<file path="src/rtl/control_unit_if.sv">
// Instruction-memory fetch bus between the sequencer and instruction memory.
interface control_unit_if;
    logic        imem_req;
    logic [7:0]  imem_addr;
    logic        imem_valid;
    logic [15:0] imem_rdata;

    modport master (output imem_req, imem_addr, input imem_valid, imem_rdata);
    modport slave  (input imem_req, imem_addr, output imem_valid, imem_rdata);
endinterface

</file>
<file path="src/rtl/control_unit.sv">
// Instruction sequencer for the 8-bit processor: fetch, decode, execute, PC and halt/trap.
// Optional retired-instruction counter is built only when CTRL_INSTR_CNT_EN is defined.
//
// state   | meaning
// IDLE    | waiting for run
// FETCH   | imem_req high, waiting for imem_valid
// DECODE  | IR-derived controls presented, no write
// EXEC    | write/out pulse, PC updated on exit edge
// HALT_ST | HALT executed, held until reset
// TRAP    | illegal opcode, PC frozen, held until reset
module control_unit #(
    parameter logic [7:0] PC_RESET = 8'h00
) (
    input  logic                  clk,
    input  logic                  rst_n,
    input  logic                  run,
    control_unit_if.master        imem,
    input  logic                  zero,
    output logic [3:0]            select,
    output logic                  le,
    output logic [3:0]            sba,
    output logic [3:0]            sbb,
    output logic [2:0]            alu_op,
    output logic [1:0]            src_sel,
    output logic [7:0]            xh,
    output logic                  out_le,
    output logic [7:0]            pc,
    output logic                  halted,
    output logic                  err,
    output logic [15:0]           instr_cnt
);

    typedef enum logic [2:0] {
        S_IDLE,
        S_FETCH,
        S_DECODE,
        S_EXEC,
        S_HALT,
        S_TRAP
    } state_t;

    localparam logic [3:0] OP_NOP  = 4'h0;
    localparam logic [3:0] OP_MOV  = 4'h1;
    localparam logic [3:0] OP_ADD  = 4'h2;
    localparam logic [3:0] OP_SUB  = 4'h3;
    localparam logic [3:0] OP_AND  = 4'h4;
    localparam logic [3:0] OP_OR   = 4'h5;
    localparam logic [3:0] OP_LDI  = 4'h6;
    localparam logic [3:0] OP_IN   = 4'h7;
    localparam logic [3:0] OP_OUT  = 4'h8;
    localparam logic [3:0] OP_JMP  = 4'h9;
    localparam logic [3:0] OP_JZ   = 4'hA;
    localparam logic [3:0] OP_HALT = 4'hF;

    state_t      r_state;
    state_t      w_next;
    logic [15:0] r_ir;
    logic [15:0] w_ir_next;
    logic [7:0]  r_pc;
    logic [7:0]  w_pc_next;
    logic [3:0]  w_op;
    logic        w_is_write;
    logic        w_illegal;

    assign w_op       = r_ir[15:12];
    assign w_is_write = (w_op >= OP_MOV) && (w_op <= OP_IN);
    assign w_illegal  = (w_op > OP_JZ) && (w_op != OP_HALT);

    always_ff @(posedge clk or negedge rst_n) begin
        if (!rst_n) begin
            r_state <= S_IDLE;
            r_ir    <= 16'h0000;
            r_pc    <= PC_RESET;
        end else begin
            r_state <= w_next;
            r_ir    <= w_ir_next;
            r_pc    <= w_pc_next;
        end
    end

    always_comb begin
        w_next    = r_state;
        w_ir_next = r_ir;
        w_pc_next = r_pc;
        case (r_state)
            S_IDLE: begin
                if (run) w_next = S_FETCH;
            end
            S_FETCH: begin
                if (imem.imem_valid) begin
                    w_ir_next = imem.imem_rdata;
                    w_next    = S_DECODE;
                end
            end
            S_DECODE: begin
                w_next = w_illegal ? S_TRAP : S_EXEC;
            end
            S_EXEC: begin
                case (w_op)
                    OP_JMP:  w_pc_next = r_ir[7:0];
                    OP_JZ:   w_pc_next = zero ? r_ir[7:0] : r_pc + 8'd1;
                    OP_HALT: w_pc_next = r_pc;
                    default: w_pc_next = r_pc + 8'd1;
                endcase
                if (w_op == OP_HALT) w_next = S_HALT;
                else if (run)        w_next = S_FETCH;
                else                 w_next = S_IDLE;
            end
            S_HALT:  w_next = S_HALT;
            S_TRAP:  w_next = S_TRAP;
            default: w_next = S_IDLE;
        endcase
    end

    // Datapath controls come straight from IR, so they hold through FETCH/IDLE.
    always_comb begin
        alu_op  = 3'd0;
        src_sel = 2'd0;
        case (w_op)
            OP_ADD:  alu_op  = 3'd1;
            OP_SUB:  alu_op  = 3'd2;
            OP_AND:  alu_op  = 3'd3;
            OP_OR:   alu_op  = 3'd4;
            OP_LDI:  src_sel = 2'd1;
            OP_IN:   src_sel = 2'd2;
            default: begin
                alu_op  = 3'd0;
                src_sel = 2'd0;
            end
        endcase
    end

    assign select         = r_ir[11:8];
    assign sba            = r_ir[7:4];
    assign sbb            = r_ir[3:0];
    assign xh             = r_ir[7:0];
    assign le             = (r_state == S_EXEC) && w_is_write;
    assign out_le         = (r_state == S_EXEC) && (w_op == OP_OUT);
    assign imem.imem_req  = (r_state == S_FETCH);
    assign imem.imem_addr = r_pc;
    assign pc             = r_pc;
    assign halted         = (r_state == S_HALT);
    assign err            = (r_state == S_TRAP);

`ifdef CTRL_INSTR_CNT_EN
    logic [15:0] r_instr_cnt;

    always_ff @(posedge clk or negedge rst_n) begin
        if (!rst_n) begin
            r_instr_cnt <= 16'h0000;
        end else if ((r_state == S_EXEC) && (r_instr_cnt != 16'hFFFF)) begin
            r_instr_cnt <= r_instr_cnt + 16'd1;
        end
    end

    assign instr_cnt = r_instr_cnt;
`else
    assign instr_cnt = 16'h0000;
`endif

endmodule
</file>
<file path="src/flat_wrapper.sv">
// flat-port wrapper written by rule: the top's interface ports become plain ports
module control_unit_flat 
#(
    parameter logic [7:0] PC_RESET = 8'h00
)
  (clk, rst_n, run, zero, select, le, sba, sbb, alu_op, src_sel, xh, out_le, pc, halted, err, instr_cnt, imem_imem_req, imem_imem_addr, imem_imem_valid, imem_imem_rdata);
  control_unit_if imem_i ();
  input  logic clk;
  input  logic rst_n;
  input  logic run;
  input  logic zero;
  output logic [3:0] select;
  output logic le;
  output logic [3:0] sba;
  output logic [3:0] sbb;
  output logic [2:0] alu_op;
  output logic [1:0] src_sel;
  output logic [7:0] xh;
  output logic out_le;
  output logic [7:0] pc;
  output logic halted;
  output logic err;
  output logic [15:0] instr_cnt;
  output wire logic [$bits(imem_i.imem_req)-1:0] imem_imem_req;
  output wire logic [$bits(imem_i.imem_addr)-1:0] imem_imem_addr;
  input wire logic [$bits(imem_i.imem_valid)-1:0] imem_imem_valid;
  input wire logic [$bits(imem_i.imem_rdata)-1:0] imem_imem_rdata;
  assign imem_imem_req = imem_i.imem_req;
  assign imem_imem_addr = imem_i.imem_addr;
  assign imem_i.imem_valid = imem_imem_valid;
  assign imem_i.imem_rdata = imem_imem_rdata;
  control_unit #(.PC_RESET(PC_RESET)) u_core (.clk(clk), .rst_n(rst_n), .run(run), .imem(imem_i), .zero(zero), .select(select), .le(le), .sba(sba), .sbb(sbb), .alu_op(alu_op), .src_sel(src_sel), .xh(xh), .out_le(out_le), .pc(pc), .halted(halted), .err(err), .instr_cnt(instr_cnt));
endmodule
</file>
<file path="config.mk">
export PLATFORM = sky130hd
export DESIGN_NAME = control_unit_flat
export DESIGN_NICKNAME = d
export VERILOG_FILES = /design/src/rtl/control_unit_if.sv /design/src/rtl/control_unit.sv /design/src/flat_wrapper.sv
export SDC_FILE = /design/constraint.sdc
export NUM_CORES = 1
export LEC_CHECK = 0
export CORE_MARGIN = 2
export CORE_UTILIZATION = 46
export CTS_CLUSTER_DIAMETER = 40
export CTS_CLUSTER_SIZE = 20
export DETAILED_ROUTE_END_ITERATION = 12
export HOLD_SLACK_MARGIN = 0.06
export MAX_ROUTING_LAYER = met4
export PLACE_DENSITY = 0.9
export SETUP_SLACK_MARGIN = 0.2
export SLEW_MARGIN = 20
export SYNTH_ARGS = -nofsm -noshare
export SYNTH_HDL_FRONTEND = slang
export SYNTH_SLANG_ARGS = --single-unit
export TNS_END_PERCENT = 20
</file>
<file path="constraint.sdc">
create_clock -name clk -period 2.2 [get_ports clk]
set_input_delay 0.22 -clock clk [delete_from_list [all_inputs] [get_ports clk]]
set_output_delay 0.22 -clock clk [all_outputs]
set_load 0.01 [all_outputs]
</file>
==> results of run 1 <==
==> cells in the mapped netlist, types with 4 or more instances <==
| library cell | count |
|---|---|
| a21oi_1 | 11 |
| a2bb2oi_1 | 4 |
| and3_1 | 4 |
| buf_2 | 5 |
| buf_4 | 45 |
| dfrtp_1 | 27 |
| mux2_2 | 6 |
| mux2_4 | 10 |
| mux2i_1 | 6 |
| nand2_1 | 9 |
| nand2b_1 | 4 |
| nand3_1 | 6 |
| nor2_1 | 8 |
| nor2b_1 | 4 |
| o21ai_0 | 4 |
==> flip-flops by register name (all words and copies together) (netlist names) <==
register / count
u_core.imem.imem_addr: 8
u_core.r_ir: 16
u_core.r_state: 3
==> area by class of cell <==
cell class	count	area share, %
multi-input cells	121	36.7
well taps	50	2.68
repair buffers	68	28.9
inverters	3	0.483
clock buffers	3	1.77
flip-flops and latches	27	29.1
clock inverters	1	0.322
==> metrics by stage <==
| stage | utilization (%) | std cells | hold WS [ns] | setup slack [ns] | power (mW) |
|---|---|---|---|---|---|
| global placement | 57.4 | 269 | 0.498 | 0.417 | 2.90 |
| finish | 58.7 | 273 | 0.311 | 0.211 | 3.24 |
| detailed placement | 57.4 | 269 | 0.504 | 0.383 | 2.96 |
| global route | 58.7 | 273 | 0.353 | 0.0920 | 3.47 |
| floorplan | - | 203 | -0.0756 | 0.715 | 2.44 |
| CTS | 58.6 | 273 | 0.318 | 0.193 | 3.25 |
==> worst max-delay path, stage by stage (launching register included) <==
cell	delay, ns
dfrtp_1	0.49
nand2b_1	0.22
nor3b_1	0.22
clkdlybuf4s50_1	0.57
==> per-layer routing <==
layer / up-vias / wire (um)
li1: 664 / -
met1: 633 / 1660
met2: 53 / 1760
met3: 2 / 197
met4: 0 / 27
met5: - / 0
==> kinds of logic after synthesis <==
kind of cell	synth area share, %
compound gates	10.7
buf+inv	21.6
flops	36.0
xor+xnor	1.40
fa+ha+maj	0.666
simple gates	14.8
mux	14.8
other cells	0.200
==> power breakdown <==
part,internal [mW],switching [mW]
Combinational,1.13,0.756
Clock,0.128,0.159
Sequential,0.732,0.337
Total,1.99,1.25
==> how the worst max path moves through the flow <==
stage	slack [ns]	cells after the start	to
global route	0.09	3	src_sel[0]
floorplan	0.72	6	u_core.r_ir[10]
CTS	0.19	5	alu_op[1]
global placement	0.42	3	out_le
detailed placement	0.38	3	out_le
finish	0.21	3	src_sel[0]
==> timing repair <==
action,4_1_cts,5_1_grt
hold endpoints to repair,0,0
endpoints found under the setup margin,3,5
pin swaps,0,0
hold buffers,0,0
gates resized for setup,2,2
setup buffers,0,0
==> reports/metrics.csv, run 1 <==
metric;value;unit
Reg clk slew, reported paths;0.09;ns
Setup Viol. Count Final;0;
fin crit period;1.99;ns
RSZ-0062 raised after global routing;true;
met2 global-route usage;26.1;%
GP Congestion;0.836;
setup TNS;0;ns
pin count of the biggest net entering global routing;28;
Sequential cell area;679;um2
skew final;0.00245;ns
Total Wirelength;3640;um
Post-synth EDFFs;0;
global routing usage on met1;22.5;%
total placed instance area;0.00228;mm2
wire length per cell;13.3;um
met3 Use GR;1.32;%
fmax;0.503;GHz
Synth async-reset ratio;100;%
crit end category;primary output;
commonest non-fill, non-tap cell in the layout;clkdlybuf4s50_1;
Area Overhead vs Synth;24.0;%
clk buf depth;2;
Synth Instances;188;
GRT busiest layer;met2;
TritonCTS clock tree;done;
Clk Latency, worst-skew pair;0.27;ns
PortBufs;66;
number of buffers created by CTS;3;
DR DRC count;0;
# clock sinks;27;
antenna viol nets, final;0;
r2r worst-path depth;4;
Worst setup SP type;register;
TritonRoute pass-1 iters;4;
layout cell share with drive strength beyond 1;13.5;%
Total GRT Usage;16.4;%
Worst Path Required;1.98;ns
Pins Over Slew Limit;0;
first-pass GRT wire length;5690;um
Yosys cell types;43;
worst r2r src;u_core.r_ir[15];
H-tree Lvls;1;
Warnings, synthesis;0;
initial antenna violation count;0;
via count;1352;
Max VDD drop;663;uV
Die H;67.9;um
syn_area_per_cell;10.0;um2
Cell Rows;23;
PwrDens;1390;mW/mm2
Main synth FF type;dfrtp_1;
sequential cell area fraction in the yosys report;36.0;%
Design Area, Final;0.00233;mm2
clock root buffer master;clkbuf_8;
final hold violation count;0;
worst-margin pin slew;0.501;ns
grt ovf;0;
DP Wirelength;2730;um
leakage;0.988;nW
hold crit path type;in2async;
Starting Density;47.3;%
slew margin rel.;66.5;%
commonest cells after routing, fill and taps aside;65 x clkdlybuf4s50_1, 24 x dfrtp_1, 16 x conb_1;
top cells by area, synth;dfrtp_1 36%, buf_4 18%, mux2_4 8.0%;
layout filler cell count;336;
total core area;0.00397;mm2
I/O pin cnt;83;
die width;67.9;um
Seq cells post-synth;27;
crit path max fanout;10;
multi-input logic area;855;um2
number of max-cap violations;0;
die area;0.00461;mm2
CP Class;reg2out;
initial drt markers;42;
worst r2r dst;u_core.imem.imem_addr[2];
largest area contributor in the netlist;dfrtp_1;
CP arrival;1.77;ns
Setup crit start;u_core.r_ir[15];
r2r setup slk;0.56;ns
Synth top area share;36.0;%
run status;finished, final reports clean;
nets;246;
Mapped Area;0.00188;mm2
vias in the first global route;1252;
drt via density;4.95;
Ant. Diodes;0;
crit share post-route;90.4;%
Power figures use the tool's default switching activity.
==> inputs of run 2 (changes only) <==
- CORE_MARGIN: 2 -> default
- CORE_UTILIZATION: 46 -> 55
- DONT_BUFFER_PORTS: default -> 1
- PLACE_DENSITY: 0.9 -> 0.73
- RECOVER_POWER: default -> 100
==> reports/metrics.csv, run 2 (synthesis gave the netlist of run 1 again) <==
metric;value;unit;change
post-route setup slack;0.220;ns;+0.00881 ns
DP Wirelength;2320;um;-15%
M1 wire length;1410;um;-15%
via count;1253;;-7.3%
antenna viol nets, final;0;;unchanged
Reg clk slew, reported paths;0.15;ns;+0.06 ns
critical path's largest stage delay;0.59;ns;+0.02 ns
nets;198;;-20%
Max VDD drop;616;uV;-7.2%
die area;0.00365;mm2;-21%
Pins Over Slew Limit;0;;unchanged
Crit path max-delay family;simple AND/OR/NAND/NOR gates;;
Ant. Diodes;0;;unchanged
Top Metal Used;met4;;
final hold violation count;0;;unchanged
crit path max fanout;11;;+1
H-tree Lvls;1;;unchanged
DR WL met2;1750;um;-0.63%
PortBufs;0;;-100%
layout filler cell count;319;;-5.1%
placed instance count;195;;-28%
Starting Density;59.6;%;+12 points
number of max-cap violations;0;;unchanged
pin count of the biggest net entering global routing;28;;unchanged
I/O pin cnt;83;;unchanged
CP arrival;1.76;ns;about the same
Total GRT Usage;20.9;%;+4.5 points
Design Area, Final;0.00178;mm2;-24%
crit end category;primary output;;
hold slack;0.154;ns;-0.157 ns
setup TNS;0;ns;unchanged
Total Wirelength;3450;um;-5.2%
Area Overhead vs Synth;-5.53;%;
skew final;0.00327;ns;+0.000823 ns
commonest cells after routing, fill and taps aside;27 x dfrtp_1, 19 x dlygate4sd3_1, 16 x conb_1;;
fmax;0.505;GHz;+0.44%
Layout Cells excl Fill;219;;-20%
# clock sinks;27;;unchanged
GP Congestion;0.812;;-2.8%
layout cell share with drive strength beyond 1;8.00;%;-5.5 points
CP Class;reg2out;;
Worst setup SP type;register;;
leakage;0.761;nW;-23%
slew margin rel.;5.14;%;-61 points
TritonRoute pass-1 iters;4;;unchanged
WP buf/inv;0;;-1
drt via density;5.72;;+16%
Cell Rows;20;;-13%
Clk Latency, worst-skew pair;0.33;ns;+0.06 ns
critical path, cell by cell;nand2b_1 > nor4_1;;
run status;finished, final reports clean;;
Max stage delay cell, worst path;nor4_1;;
initial drt markers;60;;+43%
PwrDens;1330;mW/mm2;-4.4%
total core area;0.00315;mm2;-21%
register name with the most flops;u_core.r_ir;;
Setup WS pre-CTS;0.489;ns;+0.106 ns
number of buffers created by CTS;3;;unchanged
hold crit path type;in2reg;;
Worst Path Required;1.98;ns;about the same
commonest non-fill, non-tap cell in the layout;dfrtp_1;;
Critical Path Stages;2;;-1
worst-margin pin slew;1.42;ns;+0.921 ns
RSZ-0062 raised after global routing;false;;
Setup Viol. Count Final;0;;unchanged
TritonCTS clock tree;done;;
DR DRC count;0;;unchanged
vias in the first global route;1220;;-2.6%
Die H;60.5;um;-11%
crit share post-route;90.0;%;-0.40 points
r2r worst-path depth;4;;unchanged
first-pass GRT wire length;5550;um;-2.4%
wire length on met3;249;um;+26%
Post-CTS Setup Inserts;0;;unchanged
fin crit period;1.98;ns;-0.00881 ns
initial antenna violation count;0;;unchanged
total placed instance area;0.00160;mm2;-30%
overall power;2.36;mW;-27%
final core utilization;56.3;%;-2.4 points
WHS Path Cells;3;;
clk buf depth;2;;unchanged
grt ovf;0;;unchanged
max reg flops;16;;unchanged
clock root buffer master;clkbuf_4;;
die width;60.5;um;-11%
wire length per cell;15.7;um;+18%
[run 2: where the power goes]
| group | switching [mW] | internal (mW) |
|---|---|---|
| logic | 0.448 | 0.439 |
| clock network | 0.152 | 0.0695 |
| registers | 0.530 | 0.720 |
[run 2: repair_timing]
item                                   CTS  global route
endpoints found under the hold margin   45             0
resized for setup                        0             1
setup endpoints to repair                0             1
hold buffers                            20             0
[run 2: routing by layer]
layer	track usage [%]	up-vias
li1	-	567
met1	25.7	611
met2	35.0	71
met3	2.99	4
met4	7.79	0
met5	-	-
[run 2: worst paths after layout]
path,start,slack [ns],endpoint
max,u_core.r_ir[14],0.22,out_le
min,run,0.15,u_core.r_state[0]
max reg2reg,u_core.r_state[0],0.37,u_core.r_ir[5]
min reg2reg,u_core.r_ir[9],0.59,u_core.r_ir[9]
max in group asynchronous,rst_n,0.62,u_core.r_ir[6]
min in group asynchronous,rst_n,0.75,u_core.imem.imem_addr[1]
[run 2: cell type report]
| type | count | area [um2] | area share, % |
|---|---|---|---|
| Clock inverter | 1 | 7.51 | 0.423 |
| Multi-Input combinational cell | 121 | 810 | 45.6 |
| Clock buffer | 3 | 22.5 | 1.27 |
| Tap cell | 44 | 55.1 | 3.10 |
| Sequential cell | 27 | 676 | 38.1 |
| Inverter | 3 | 11.3 | 0.634 |
| Timing Repair Buffer | 20 | 194 | 10.9 |
[run 2: worst min-delay path: cells and delay by family]
family / cells / cell delay, ns
AOI/OAI and AO/OA: 1 / 0.15
and+or+nand+nor: 2 / 0.09
==> inputs of run 3 (changes only) <==
- SKIP_CTS_REPAIR_TIMING: default -> 1
==> reports/metrics.csv, run 3 (synthesis gave the netlist of run 1 again) <==
metric;value;unit;change
TritonRoute pass-1 iters;4;;unchanged
# clock sinks;27;;unchanged
vias in the first global route;1131;;-7.3%
initial antenna violation count;0;;unchanged
Pins Over Slew Limit;0;;unchanged
PortBufs;0;;unchanged
hold crit path type;in2reg;;
die width;60.5;um;unchanged
nets;198;;unchanged
setup TNS;0;ns;unchanged
via count;1253;;unchanged
total core area;0.00315;mm2;unchanged
Ant. Diodes;0;;unchanged
GRT busiest layer;met2;;
crit share post-route;89.9;%;about the same
GP Congestion;0.812;;unchanged
final core utilization;56.3;%;unchanged
layout cell share with drive strength beyond 1;8.00;%;unchanged
clk buf depth;2;;unchanged
RSZ-0062 raised after global routing;false;;
first-pass GRT wire length;5130;um;-7.6%
Area Overhead vs Synth;-5.53;%;unchanged
grt ovf;0;;unchanged
Total Wirelength;3450;um;about the same
Design Area, Final;0.00178;mm2;unchanged
Total GRT Usage;19.3;%;-1.7 points
H-tree Lvls;1;;unchanged
Starting Density;59.6;%;unchanged
number of buffers created by CTS;3;;unchanged
TritonCTS clock tree;done;;
crit path max fanout;11;;unchanged
total placed instance area;0.00160;mm2;unchanged
number of max-cap violations;0;;unchanged
initial drt markers;71;;+18%
DR DRC count;0;;unchanged
Worst Path Required;1.98;ns;about the same
drt via density;5.72;;unchanged
fin crit period;1.98;ns;-0.00197 ns
commonest non-fill, non-tap cell in the layout;dfrtp_1;;
antenna viol nets, final;0;;unchanged
hold slack;0.156;ns;+0.00265 ns
worst-margin pin slew;1.43;ns;+0.00316 ns
fmax;0.505;GHz;about the same
die area;0.00365;mm2;unchanged
met2 global-route usage;30.6;%;-4.4 points
global routing usage on met1;24.6;%;-1.1 points
Reg clk slew, reported paths;0.15;ns;about the same
PwrDens;1330;mW/mm2;about the same
wire length per cell;15.8;um;about the same
register name with the most flops;u_core.r_ir;;
commonest cells after routing, fill and taps aside;27 x dfrtp_1, 19 x dlygate4sd3_1, 16 x conb_1;;
final hold violation count;0;;unchanged
Clk Latency, worst-skew pair;0.32;ns;about the same
CP arrival;1.76;ns;about the same
DP Wirelength;2320;um;unchanged
slew margin rel.;4.93;%;-0.21 points
leakage;0.761;nW;unchanged
run status;finished, final reports clean;;
clock root buffer master;clkbuf_4;;
max reg flops;16;;unchanged
Die H;60.5;um;unchanged
met3 Use GR;2.99;%;unchanged
Max VDD drop;617;uV;+0.28%
Worst setup SP type;register;;
crit end category;primary output;;
CP Class;reg2out;;
skew final;0.000991;ns;-0.00228 ns
Setup Viol. Count Final;0;;unchanged
pin count of the biggest net entering global routing;28;;unchanged
Cell Rows;20;;unchanged
I/O pin cnt;83;;unchanged
## run 3: cell counts in the layout (fill, tap and decap cells not counted)
No cell type changed its count.
## run 3: metal layers
layer  share of wire [%]  wire length, um
met1                  42             1440
met2                  50             1730
met5                   0                0
met4                0.78               27
met3                 7.4              254
## run 3: power by group
part	internal (mW)	leakage (nW)	switching [mW]
clock	0.0695	0.0139	0.150
sequential	0.720	0.315	0.530
combinational	0.439	0.432	0.450
## run 3: critical path, cell delays in order (launching register included)
cell and delay, ns:
dfrtp_1 0.54, nand2b_1 0.31, nor4_1 0.59
## run 3: path summary, 6_finish.rpt
| check | start | end | slack (ns) | cells past startpoint |
|---|---|---|---|---|
| min reg2reg | u_core.r_ir[10] | u_core.r_ir[10] | 0.59 | 1 |
| max | u_core.r_ir[14] | out_le | 0.22 | 2 |
| min | run | u_core.r_state[0] | 0.16 | 3 |
| min in group asynchronous | rst_n | u_core.imem.imem_addr[1] | 0.75 | 2 |
| max reg2reg | u_core.r_state[0] | u_core.r_ir[5] | 0.37 | 4 |
| max in group asynchronous | rst_n | u_core.r_state[0] | 0.63 | 2 |
## run 3: stage by stage
step,instances,setup WS (ns),total power [mW]
final,219,0.222,2.36
after global routing,219,0.173,2.55
after CTS,199,0.234,2.45
after detailed placement,195,0.489,2.22
after global placement,195,0.601,2.17
after floorplan,203,0.715,2.44
## run 3: area by class of cell
type                    count  area (um2)
inverters                   3        11.3
fillers                   314        1380
flip-flops and latches     27         676
clock buffers               3        22.5
repair buffers             20         194
multi-input cells         121         810
well taps                  44        55.1
clock inverters             1        7.51
